`config.mk`:
```
export PLATFORM = sky130hd
export DESIGN_NAME = fifo_axis_reader
export DESIGN_NICKNAME = d
export VERILOG_FILES = /design/src/rtl/fifo_rd_pkg.sv /design/src/rtl/fifo_rd_pkt_ctr.sv /design/src/rtl/fifo_axis_reader.sv
export SDC_FILE = /design/constraint.sdc
export NUM_CORES = 1
export LEC_CHECK = 0
export BUFFER_PORTS_ARGS = -buffer_cell sky130_fd_sc_hd__buf_4
export CAP_MARGIN = 20
export CORE_ASPECT_RATIO = 1.25
export CORE_MARGIN = 2
export CORE_UTILIZATION = 44
export DETAILED_ROUTE_END_ITERATION = 10
export GPL_TIMING_DRIVEN = 1
export HOLD_SLACK_MARGIN = 0.03
export PLACE_DENSITY = 0.78
export SLEW_MARGIN = 5
export SYNTH_ARGS = -nofsm -noshare
export SYNTH_HDL_FRONTEND = slang
export SYNTH_HIERARCHICAL = 1
export SYNTH_SLANG_ARGS = --single-unit
```
`constraint.sdc`:
```
create_clock -name clk -period 1.74 [get_ports clk]
set_input_delay 0 -clock clk [delete_from_list [all_inputs] [get_ports clk]]
set_output_delay 0 -clock clk [all_outputs]
set_load 0.02 [all_outputs]
```
`src/rtl/fifo_rd_pkg.sv`:
```
// Shared FSM encoding and default counter width for the FIFO-to-AXI-Stream reader.
package fifo_rd_pkg;

    typedef enum logic [1:0] {
        IDLE  = 2'd0,
        RUN   = 2'd1,
        DRAIN = 2'd2
    } rd_state_t;

    localparam int DEFAULT_LEN_W = 8;

endpackage

```
`src/rtl/fifo_rd_pkt_ctr.sv`:
```
// Packet beat counter with latched length and last-beat prediction for the word being popped.
// Used by fifo_axis_reader only when RD_TLAST_EN is defined.
module fifo_rd_pkt_ctr
    import fifo_rd_pkg::*;
#(
    parameter int LEN_W = DEFAULT_LEN_W
) (
    input  logic             clk,
    input  logic             rst,
    input  logic             start,
    input  logic [LEN_W-1:0] len,
    input  logic             accept,
    output logic [LEN_W-1:0] beat_cnt,
    output logic             last_load,
    output logic             at_boundary
);

    logic [LEN_W-1:0] len_q;
    logic [LEN_W-1:0] last_idx;
    logic [LEN_W-1:0] cnt_next;
    logic [LEN_W-1:0] pop_idx;

    assign last_idx = len_q - LEN_W'(1);
    assign cnt_next = (beat_cnt == last_idx) ? '0 : beat_cnt + LEN_W'(1);

    // A pop only happens with the output register empty or being accepted, so the
    // popped word's position is either the current count or the one after it.
    assign pop_idx     = accept ? cnt_next : beat_cnt;
    assign last_load   = (pop_idx == last_idx);
    assign at_boundary = (pop_idx == '0);

    always_ff @(posedge clk) begin
        if (rst) begin
            len_q    <= LEN_W'(1);
            beat_cnt <= '0;
        end else if (start) begin
            len_q    <= len;
            beat_cnt <= '0;
        end else if (accept) begin
            beat_cnt <= cnt_next;
        end
    end

endmodule

```
`src/rtl/fifo_axis_reader.sv`:
```
// Show-ahead FIFO consumer driving a registered AXI-Stream master at one beat per cycle.
// Define RD_TLAST_EN to frame the stream into pkt_len-beat packets with m_tlast.
module fifo_axis_reader
    import fifo_rd_pkg::*;
#(
    parameter int DATA_WIDTH = 32,
    parameter int LEN_W      = DEFAULT_LEN_W
) (
    input  logic                  clk,
    input  logic                  rst,
    input  logic                  fifo_empty,
    input  logic [DATA_WIDTH-1:0] fifo_data,
    output logic                  fifo_rd_en,
    input  logic                  start,
    input  logic                  stop,
    input  logic [LEN_W-1:0]      pkt_len,
    output logic                  m_tvalid,
    output logic [DATA_WIDTH-1:0] m_tdata,
    output logic                  m_tlast,
    input  logic                  m_tready,
    output logic                  busy,
    output logic [LEN_W-1:0]      beat_cnt
);

    rd_state_t state, state_nxt;
    logic      stop_pend;
    logic      accept;
    logic      or_free;
    logic      start_acc;
    logic      stop_eff;
    logic      pop_block;
    logic      last_load;

    assign accept    = m_tvalid && m_tready;
    assign or_free   = !m_tvalid || m_tready;
    assign start_acc = (state == IDLE) && start && (pkt_len != '0);
    // A stop arriving this cycle already counts, so it wins over a coincident packet boundary.
    assign stop_eff  = stop_pend || ((state == RUN) && stop);

`ifdef RD_TLAST_EN
    logic at_boundary;

    fifo_rd_pkt_ctr #(
        .LEN_W(LEN_W)
    ) u_pkt_ctr (
        .clk        (clk),
        .rst        (rst),
        .start      (start_acc),
        .len        (pkt_len),
        .accept     (accept),
        .beat_cnt   (beat_cnt),
        .last_load  (last_load),
        .at_boundary(at_boundary)
    );

    assign pop_block = stop_eff && at_boundary;
`else
    always_ff @(posedge clk) begin
        if (rst) begin
            beat_cnt <= '0;
        end else if (start_acc) begin
            beat_cnt <= '0;
        end else if (accept) begin
            beat_cnt <= beat_cnt + LEN_W'(1);
        end
    end

    assign last_load = 1'b0;
    assign pop_block = stop_eff;
`endif

    assign fifo_rd_en = !rst && (state == RUN) && !pop_block && !fifo_empty && or_free;
    assign busy       = (state == RUN) || (state == DRAIN);

    always_comb begin
        state_nxt = state;
        unique case (state)
            IDLE:    if (start_acc) state_nxt = RUN;
            RUN:     if (pop_block) state_nxt = DRAIN;
            DRAIN:   if (or_free)   state_nxt = IDLE;
            default: state_nxt = IDLE;
        endcase
    end

    always_ff @(posedge clk) begin
        if (rst) begin
            state     <= IDLE;
            stop_pend <= 1'b0;
        end else begin
            state <= state_nxt;
            if ((state == DRAIN) && (state_nxt == IDLE)) begin
                stop_pend <= 1'b0;
            end else if ((state == RUN) && stop) begin
                stop_pend <= 1'b1;
            end
        end
    end

    // Output register: load on pop, empty on acceptance without refill, otherwise hold.
    always_ff @(posedge clk) begin
        if (rst) begin
            m_tvalid <= 1'b0;
            m_tdata  <= '0;
            m_tlast  <= 1'b0;
        end else if (fifo_rd_en) begin
            m_tvalid <= 1'b1;
            m_tdata  <= fifo_data;
            m_tlast  <= last_load;
        end else if (accept) begin
            m_tvalid <= 1'b0;
            m_tlast  <= 1'b0;
        end
    end

endmodule
```
==> results.py, run 1 <==
metrics = {
    "status": {
        "status": "completed",
    },
    "floorplan": {
        "dieArea_sq_um": 4529,
        "rows": 25,
        "die_width_microns": 60.60,
        "coreArea_sq_um": 3816,
        "io_pins": 90,
        "die_h_microns": 74.75,
        "start_util_pct": 46.16,
    },
    "sta": {
        "hold_viol": 0,
        "period_share_pct": 96.66,
        "slew_violations": 0,
        "finalCriticalPeriod_ns": 1.682,
        "setup_violations": 0,
        "skew_ns": 0.007211,
        "max_freq_ghz": 0.5946,
        "setup_slack_ns": 0.05817,
        "tns_ns": 0,
    },
    "power": {
        "p_int_mw": 1.682,
        "seqPwrFrac_pct": 47.6,
        "switching_power_uw": 545.9,
        "ir_drop_uv": 507.5,
        "p_per_area_nw_per_um2": 716.7,
        "p_clk_share_pct": 35.6,
        "p_leak_nw": 1.365,
        "switching_share_pct": 24.51,
        "combPwrFrac_pct": 16.8,
    },
    "synthesis": {
        "synth-seq-cells": 44,
        "postSynthAreaPerCell_sq_um": 8.310,
        "postSynthCellCount": 212,
        "synth_edf_count": 0,
        "yosysWarnings": 6,
        "syn_area_sq_um": 1762,
        "syn_nets": 263,
        "synth.distinct_cells": 29,
        "synth_seq_area_share_pct": 50.00,
        "yosys_most_used_dff": "dfxtp_1",
        "async_reset_ff_share_pct": 0,
    },
    "detailed_routing": {
        "drt_iter0_drc": 105,
        "drc": 0,
        "vias": 1968,
        "wirelength_microns": 5521,
        "drt_pass1_iterations": 4,
        "ant_nets": 0,
        "viasPerCell": 4.908,
        "wl_per_cell_microns": 13.77,
    },
    "grt": {
        "grtUsageMet3_pct": 4.639,
        "grt_pass1_vias": 1816,
        "grt_pass1_wl_microns": 8135,
        "grt-busiest-layer": "met2",
        "antenna_found_initial": 0,
        "grt-ovfl-total": 0,
        "gr-usage-all-layers_pct": 23.69,
        "grt_max_degree": 33,
        "use_met1_pct": 27.05,
        "gr-usage-met2_pct": 42.77,
    },
    "cts": {
        "numCtsBuffers": 5,
        "cts_buffer_depth": 2,
        "clk_latency_ns": 0.30,
        "cts-root-buf": "clkbuf_8",
        "clk_pin_slew_worst_paths_ns": 0.08,
        "cts-htree-levels": 2,
        "cts_tree": "done",
        "clkSinkCount": 44,
    },
    "worst_setup_path": {
        "crit_path_end_kind": "output pin",
        "required_ns": 1.74,
        "start_kind": "register",
        "critical_path_class": "reg -> out",
        "cp_max_fo": 8,
        "crit_arrival_ns": 1.68,
    },
    "finish": {
        "design_area_sq_um": 3108,
        "final_common_cell": "buf_4",
        "nNetsFinal": 397,
        "layout_common_cells": "buf_4 (97), nand2_1 (68), dfxtp_1 (42)",
        "drive_above_1_share_pct": 34.58,
        "fillers": 253,
        "diodes": 0,
        "area_growth_pct": 76.42,
    },
    "placed_design": {
        "io_buffers": 88,
        "pre_cts_slack_ns": 0.1242,
        "hpwl_microns": 2968,
        "gp_congestion": 0.9316,
        "dpl-instance-area_sq_um": 2472,
    },
    "min_path": {
        "hold_class": "in -> reg",
    },
    "job": {
        "cap_violations": 0,
    },
}
[final cells by class]
cell class | instances | area (sq um) | area share (%)
timing repair buffer | 139 | 1214 | 39.05
multi-input combinational | 153 | 814.5 | 26.21
tap | 54 | 67.56 | 2.174
sequential | 44 | 885.9 | 28.50
clock inverter | 3 | 46.29 | 1.490
clock buffer | 5 | 68.82 | 2.214
inverter | 3 | 11.26 | 0.3623
[Yosys cell counts (all sizes together) (3+ instances only)]
cell | count | area [sq um]
clkbuf | 5 | 18.77
nand2 | 68 | 255.2
inv | 3 | 11.26
dfxtp | 44 | 880.8
ha | 5 | 62.56
o21ai | 33 | 165.2
a21oi | 5 | 25.02
xor2 | 6 | 52.55
buf | 7 | 67.56
nor2 | 11 | 41.29
nand3 | 4 | 20.02
nand4 | 3 | 18.77
[through the flow]
stage / instances / hold slack, ns / total power [mW] / util (%)
after detailed placement: 347 / 0.1995 / 1.356 / 64.79
after global placement: 347 / 0.1918 / 1.351 / 64.79
after floorplan: 212 / 0.07238 / 1.206 / -
final: 401 / 0.1389 / 2.227 / 81.44
after CTS: 393 / 0.1207 / 2.219 / 78.49
after global routing: 401 / 0.1663 / 2.312 / 81.44
[power by group through the flow]
stage	logic, mW	clock network [mW]	registers [mW]
after detailed placement	0.278	0	1.08
after floorplan	0.101	0	1.10
after global placement	0.275	0	1.08
after CTS	0.350	0.813	1.06
final	0.375	0.793	1.06
after global routing	0.401	0.848	1.06
[kinds of logic after synthesis]
logic type,synth area share (%)
AO/OA/AOI/OAI,13.21
buffers and inverters,5.540
XOR/XNOR,3.480
other,0.2129
AND/OR/NAND/NOR,24.01
adder cells (fa/ha/maj),3.551
flip-flops,50.00
[metal layers]
| layer | wire length, microns | vias up |
|---|---|---|
| li1 | - | 966 |
| met1 | 2123 | 922 |
| met2 | 3019 | 71 |
| met3 | 272 | 9 |
| met4 | 105 | 0 |
| met5 | 0 | - |
[sequential cells by signal (all words and copies together), names as in the netlist]
register   count
m_tdata       32
m_tvalid       1
beat_cnt       8
state          2
stop_pend      1
[repair_timing]
item	in CTS	in global routing
gates cloned	1	1
resized for setup	2	12
hold buffers	35	0
hold endpoints to repair	37	0
setup endpoints to repair	1	29
pin swaps	0	0
buffers inserted	2	7
[path summary, 6_finish.rpt]
path / startpoint / end / slack (ns) / depth (start not counted)
hold / removal: stop / stop_pend$_SDFFE_PP0P_ / 0.14 / 4
setup / recovery: state[1]$_SDFF_PP0_ / fifo_rd_en / 0.06 / 7
setup reg to reg: state[1]$_SDFF_PP0_ / m_tdata[5]$_SDFFE_PP0P_ / 0.09 / 8
hold reg to reg: m_tdata[8]$_SDFFE_PP0P_ / m_tdata[8]$_SDFFE_PP0P_ / 0.45 / 2
[critical path, stage by stage (launching register included)]
cell and delay (ns):
dfxtp_2 0.33, inv_2 0.07, ha_4 0.13, nor4b_4 0.21, nor3b_4 0.29, buf_6 0.15, buf_12 0.11, buf_8 0.11
Note: power is estimated with default switching activity, not from simulation.
==> run 2: changes to the inputs <==
ABC_AREA = 1   (was default)
CELL_PAD_IN_SITES_DETAIL_PLACEMENT = 0   (was default)
CELL_PAD_IN_SITES_GLOBAL_PLACEMENT = 1   (was default)
CORE_UTILIZATION = 31   (was 44)
PLACE_DENSITY = 0.79   (was 0.78)
==> run 2 against run 1 <==
Effect of this change: synthesized cell count grew 12%; sequential power barely moved; highest routed layer unchanged; critical endpoint is now m_tdata[2]$_SDFFE_PP0P_; non-clock buffer count is 9 lower; global-route usage is 8.4 points lower; area after synthesis rose by 2.6%.
==> results.py, run 2 <==
metrics = {
    "status": {
        "status": "completed",
    },
    "finish": {
        "utilization_pct": 53.19,
        "largest_register": "m_tdata",
        "design_area_sq_um": 3033,
        "final_common_cell": "buf_4",
        "largest_reg_flops": 32,
        "multiInputGateArea_sq_um": 797.0,
        "nNetsFinal": 415,
        "ff_latch_area_sq_um": 882.1,
        "area_growth_pct": 67.75,
        "fin_cells": 431,
        "diodes": 0,
        "top_regs": "m_tdata: 32 flops, beat_cnt: 8 flops, state: 2 flops",
        "fillers": 545,
        "drive_above_1_share_pct": 32.05,
        "layout_common_cells": "buf_4 (93), nand2_1 (88), dfxtp_1 (43)",
    },
    "power": {
        "combPwrFrac_pct": 16.4,
        "seqPwrFrac_pct": 51.6,
        "p_leak_nw": 1.379,
        "p_clk_share_pct": 32.0,
        "p_per_area_nw_per_um2": 671.2,
        "p_int_mw": 1.506,
        "switching_power_uw": 529.8,
        "switching_share_pct": 26.03,
        "ir_drop_uv": 422.5,
    },
    "worst_setup_path": {
        "cpMaxStageDelayCell": "dfxtp_1",
        "crit_arrival_ns": 1.81,
        "crit_chain": "ha_2 > nand3_2 > nor3_4 > buf_4 > bufbuf_16 > o21ai_1",
        "critical_path_class": "reg -> reg",
        "cpPeakStageDelay_ns": 0.41,
        "start_kind": "register",
        "cp_max_fo": 16,
        "required_ns": 1.93,
        "crit_path_end_kind": "register",
    },
    "sta": {
        "period_share_pct": 93.55,
        "finalCriticalPeriod_ns": 1.628,
        "slew_violations": 0,
        "holdWs_ns": 0.08020,
        "setup_violations": 0,
        "max_freq_ghz": 0.6143,
        "tns_ns": 0,
        "rsz0062_at_grt": "no",
        "hold_viol": 0,
        "skew_ns": 0.004292,
    },
    "cts": {
        "cts_tree": "done",
        "cts-htree-levels": 2,
        "clkSinkCount": 44,
        "numCtsBuffers": 5,
        "clk_latency_ns": 0.29,
        "cts_buffer_depth": 2,
        "cts-root-buf": "clkbuf_8",
        "clk_pin_slew_worst_paths_ns": 0.09,
    },
    "placed_design": {
        "hpwl_microns": 3114,
        "gp_congestion": 0.8068,
        "placedCellCount": 384,
        "io_buffers": 88,
        "dpl-instance-area_sq_um": 2529,
    },
    "grt": {
        "grt_pass1_vias": 1817,
        "antenna_found_initial": 0,
        "gr-usage-all-layers_pct": 15.31,
        "grt_max_degree": 35,
        "grt_pass1_wl_microns": 7824,
        "grt-ovfl-total": 0,
    },
    "detailed_routing": {
        "ant_nets": 0,
        "wl_per_cell_microns": 11.23,
        "viasPerCell": 4.401,
        "vias": 1897,
        "drc": 0,
        "drt_iter0_drc": 63,
        "wirelength_microns": 4842,
        "drt_pass1_iterations": 4,
    },
    "floorplan": {
        "die_width_microns": 72.31,
        "rows": 31,
        "start_util_pct": 31.71,
        "dieArea_sq_um": 6463,
        "io_pins": 90,
        "coreArea_sq_um": 5702,
        "die_h_microns": 89.39,
    },
    "synthesis": {
        "synth_edf_count": 0,
        "yosys_most_used_dff": "dfxtp_1",
        "ys_top_cells_by_count": "nand2_1 (88), dfxtp_1 (44), o21ai_1 (20), inv_1 (16), o21ai_0 (13)",
        "synth-seq-cells": 44,
        "yosysTopAreaCell": "dfxtp_1",
        "yosysTopAreaCellShare_pct": 48.72,
        "syn_nets": 289,
        "yosysMostFrequentCell": "nand2_1",
        "synth.distinct_cells": 26,
        "yosysWarnings": 6,
        "postSynthAreaPerCell_sq_um": 7.597,
        "synth_seq_area_share_pct": 48.72,
        "postSynthCellCount": 238,
        "syn_area_sq_um": 1808,
        "yosys-top-cells-area": "dfxtp_1 (49%), nand2_1 (18%), o21ai_1 (5.5%), o21ai_0 (3.6%), ha_1 (3.5%)",
        "async_reset_ff_share_pct": 0,
    },
    "job": {
        "cap_violations": 0,
    },
    "min_path": {
        "hold_class": "in -> reg",
    },
}
run 2: changes by cell type after synthesis, sizes merged, moves of 2 or more:
cell and delta:
a21oi +4, inv +15, nand2 +23, nand3 +2, nand4 -2, nor2 -3, nor3 +4, nor4 -2
o31ai -2, xor2 -6
run 2: timing repair:
item,CTS,global route
endpoints found under the setup margin,1,33
buffers inserted,4,0
hold buffers,34,0
cloned,1,0
endpoints found under the hold margin,35,0
pin swaps,1,1
gates resized for setup,1,3
run 2: power by group through the flow:
stage	clock network [mW]	registers (mW)	logic (mW)
finish	0.652	1.05	0.333
global route	0.726	1.05	0.363
CTS	0.681	1.05	0.333
detailed placement	0	1.07	0.263
global placement	0	1.07	0.262
floorplan	0	1.10	0.0963
run 2: final timing paths:
path	from	endpoint	slack (ns)	cells after the start
worst max-delay path	state[0]$_SDFF_PP0_	m_tdata[2]$_SDFFE_PP0P_	0.11	6
worst min register to register	m_tdata[3]$_SDFFE_PP0P_	m_tdata[3]$_SDFFE_PP0P_	0.47	2
worst max register to register	state[0]$_SDFF_PP0_	m_tdata[2]$_SDFFE_PP0P_	0.11	6
worst min-delay path	stop	stop_pend$_SDFFE_PP0P_	0.08	5
run 2: cells by family after synthesis:
| family | count (synthesis) | synth area share, % |
|---|---|---|
| and+or+nand+nor | 114 | 26.65 |
| AOI/OAI and AO/OA | 44 | 12.53 |
| DFF | 44 | 48.72 |
| buffers and inverters | 29 | 7.958 |
| adders and majority gates | 5 | 3.460 |
| xor gates and xnor gates | 1 | 0.4845 |
| other | 1 | 0.2074 |
run 2: worst max-delay path, delay by kind of cell (launching register included):
family,cells,cell delay [ns]
compound gates,1,0.07
fa+ha+maj,1,0.24
buf+inv,2,0.43
flops,1,0.41
simple gates,2,0.38
run 2: stage by stage:
stage / total power, mW / worst slack (ns)
global placement: 1.335 / 0.2308
detailed placement: 1.336 / 0.1797
CTS: 2.064 / 0.01432
finish: 2.036 / 0.1122
global route: 2.144 / 0.009556
floorplan: 1.193 / 0.2885
run 2: area by class of cell:
type,count,area share [%]
clock buffer,5,2.269
clock inverter,3,0.7838
inverter,18,2.228
multi-input combinational,165,26.28
sequential,44,29.08
tap,66,2.723
timing repair buffer,130,36.63
run 2: per-layer routing:
layer  share of wire [%]  track usage (%)
met2                  51            28.86
met4                 1.1            4.631
met1                  43            16.94
met3                 4.9            3.495
met5                   0                0
==> run 3: changes to the inputs <==
CORE_UTILIZATION = 32   (was 31)
CTS_BUF_LIST = sky130_fd_sc_hd__clkbuf_8   (was default)
PLACE_DENSITY = 0.81   (was 0.79)
==> run 3 against run 2 <==
Effect of this change: critical path type unchanged; count of clock-buffer cells in the layout up 2; setup slack worse by 0.016 ns; via count grew 0.63%; sequential power barely moved; non-clock buffer count is 1 higher; clock skew shrank 0.0011 ns; first-iteration DRC count increased by 6.3%; largest power group unchanged.
==> results.py, run 3 (synthesized netlist as in run 2, its figures left out) <==
metrics = {
    "detailed_routing": {
        "drt_iter0_drc": 67,
        "vias": 1909,
        "drc": 0,
        "drt_pass1_iterations": 4,
        "viasPerCell": 4.450,
        "ant_nets": 0,
        "wl_per_cell_microns": 11.58,
        "wirelength_microns": 4967,
    },
    "placed_design": {
        "io_buffers": 88,
        "dpl-instance-area_sq_um": 2521,
        "gp_congestion": 0.7459,
        "hpwl_microns": 3178,
    },
    "cts": {
        "cts_tree": "done",
        "clk_pin_slew_worst_paths_ns": 0.08,
        "clkSinkCount": 44,
        "cts-htree-levels": 2,
        "clk_latency_ns": 0.29,
        "cts-root-buf": "clkbuf_8",
        "cts_buffer_depth": 2,
        "numCtsBuffers": 5,
    },
    "finish": {
        "fillers": 523,
        "largest_register": "m_tdata",
        "largest_reg_flops": 32,
        "layout_common_cells": "buf_4 (95), nand2_1 (88), dfxtp_1 (44)",
        "diodes": 0,
        "area_growth_pct": 67.47,
        "top_regs": "m_tdata: 32 flops, beat_cnt: 8 flops, state: 2 flops",
        "nNetsFinal": 416,
        "utilization_pct": 55.63,
        "final_common_cell": "buf_4",
        "design_area_sq_um": 3028,
        "drive_above_1_share_pct": 31.78,
    },
    "sta": {
        "max_freq_ghz": 0.6085,
        "setup_violations": 0,
        "period_share_pct": 94.45,
        "skew_ns": 0.003145,
        "rsz0062_at_grt": "yes",
        "hold_viol": 0,
        "slew_violations": 0,
        "finalCriticalPeriod_ns": 1.643,
    },
    "worst_setup_path": {
        "r2r-start": "state[1]$_SDFF_PP0_",
        "crit_arrival_ns": 1.83,
        "crit_start": "state[1]$_SDFF_PP0_",
        "start_kind": "register",
        "crit_chain": "inv_2 > ha_2 > nand3_2 > nor3_4 > buf_4 > bufbuf_16 > o21ai_1",
        "cpPeakStageDelay_ns": 0.35,
        "crit_path_end_kind": "register",
        "crit_end": "m_tdata[1]$_SDFFE_PP0P_",
        "critical_path_class": "reg -> reg",
        "reg2reg_to": "m_tdata[1]$_SDFFE_PP0P_",
        "cp_max_fo": 19,
        "ff2ff_setup_slack_ns": 0.1,
        "cpMaxStageDelayCell": "dfxtp_1",
        "required_ns": 1.92,
        "reg2reg_depth": 7,
    },
    "status": {
        "status": "completed",
    },
    "floorplan": {
        "start_util_pct": 33.22,
        "dieArea_sq_um": 6271,
        "die_h_microns": 88.04,
        "rows": 30,
        "die_width_microns": 71.23,
        "io_pins": 90,
        "coreArea_sq_um": 5443,
    },
    "job": {
        "cap_violations": 0,
    },
    "grt": {
        "grt-ovfl-total": 0,
        "grt_pass1_vias": 1725,
        "grt_max_degree": 20,
        "antenna_found_initial": 0,
        "gr-usage-all-layers_pct": 15.85,
        "grt_pass1_wl_microns": 7810,
    },
    "power": {
        "p_leak_nw": 1.391,
        "p_per_area_nw_per_um2": 686.1,
        "ir_drop_uv": 448.7,
    },
    "min_path": {
        "hold_class": "in -> reg",
        "min_from": "stop",
        "hold_depth": 5,
    },
}
## run 3: cell count changes in the layout (fill, tap and decap cells not counted)
cell        delta
buf_12         -1
buf_4          +2
clkbuf_8       +2
clkinv_4       -1
clkinvlp_4     -2
dfxtp_1        +1
dfxtp_2        -1
## run 3: final cells by class
type                       count  area (sq um)  share of cell area [%]
timing repair buffer         131          1106                   36.53
inverter                      18         67.56                   2.231
multi-input combinational    165         797.0                   26.32
sequential                    44         880.8                   29.09
clock buffer                   7         96.34                   3.182
tap                           64         80.08                   2.645
## run 3: worst min path at each step
stage | to | slack (ns)
after global placement | m_tdata[14]$_SDFFE_PP0P_ | 0.20
after floorplan | m_tvalid$_SDFFE_PP0P_ | 0.07
after global routing | stop_pend$_SDFFE_PP0P_ | 0.11
after detailed placement | m_tdata[5]$_SDFFE_PP0P_ | 0.20
final | stop_pend$_SDFFE_PP0P_ | 0.09
after CTS | stop_pend$_SDFFE_PP0P_ | 0.08
## run 3: routing by layer
layer | vias up | global-route usage [%] | share of wire [%]
li1 | 1001 | - | -
met1 | 838 | 18.42 | 41
met5 | - | 0 | 0
met3 | 4 | 5.409 | 7.0
met4 | 0 | 4.117 | 0.74
met2 | 66 | 27.86 | 51
## run 3: stage by stage
stage,total power [mW],setup TNS (ns),cells,setup WS [ns],hold slack (ns)
global placement,1.333,0,383,0.2537,0.1967
detailed placement,1.335,0,383,0.1998,0.2029
global route,2.177,-0.01085,429,-0.006159,0.1118
CTS,2.093,0,429,0.0005023,0.08298
floorplan,1.193,0,238,0.2885,0.06907
finish,2.077,0,429,0.09653,0.08650
## run 3: where the power goes
group	switching [mW]	leakage, nW	internal [mW]	total, mW
Sequential	0.0170	0.356	1.03	1.05
Combinational	0.147	0.985	0.187	0.334
Clock	0.339	0.0503	0.354	0.693
Total	0.503	1.39	1.57	2.08
## run 3: critical path, delay by kind of cell, from the launching register on
| kind | cells | cell delay, ns |
|---|---|---|
| AO/OA/AOI/OAI | 1 | 0.08 |
| adder cells (fa/ha/maj) | 1 | 0.20 |
| buffers and inverters | 3 | 0.53 |
| flip-flops | 1 | 0.35 |
| AND/OR/NAND/NOR | 2 | 0.36 |
## run 3: timing repair
| item | 4_1_cts | 5_1_grt |
|---|---|---|
| endpoints found under the hold margin | 35 | 0 |
| setup buffers | 4 | 0 |
| hold buffers | 34 | 0 |
| pin swaps | 1 | 1 |
| endpoints found under the setup margin | 1 | 29 |
| gates resized for setup | 0 | 3 |
| gates cloned | 1 | 0 |
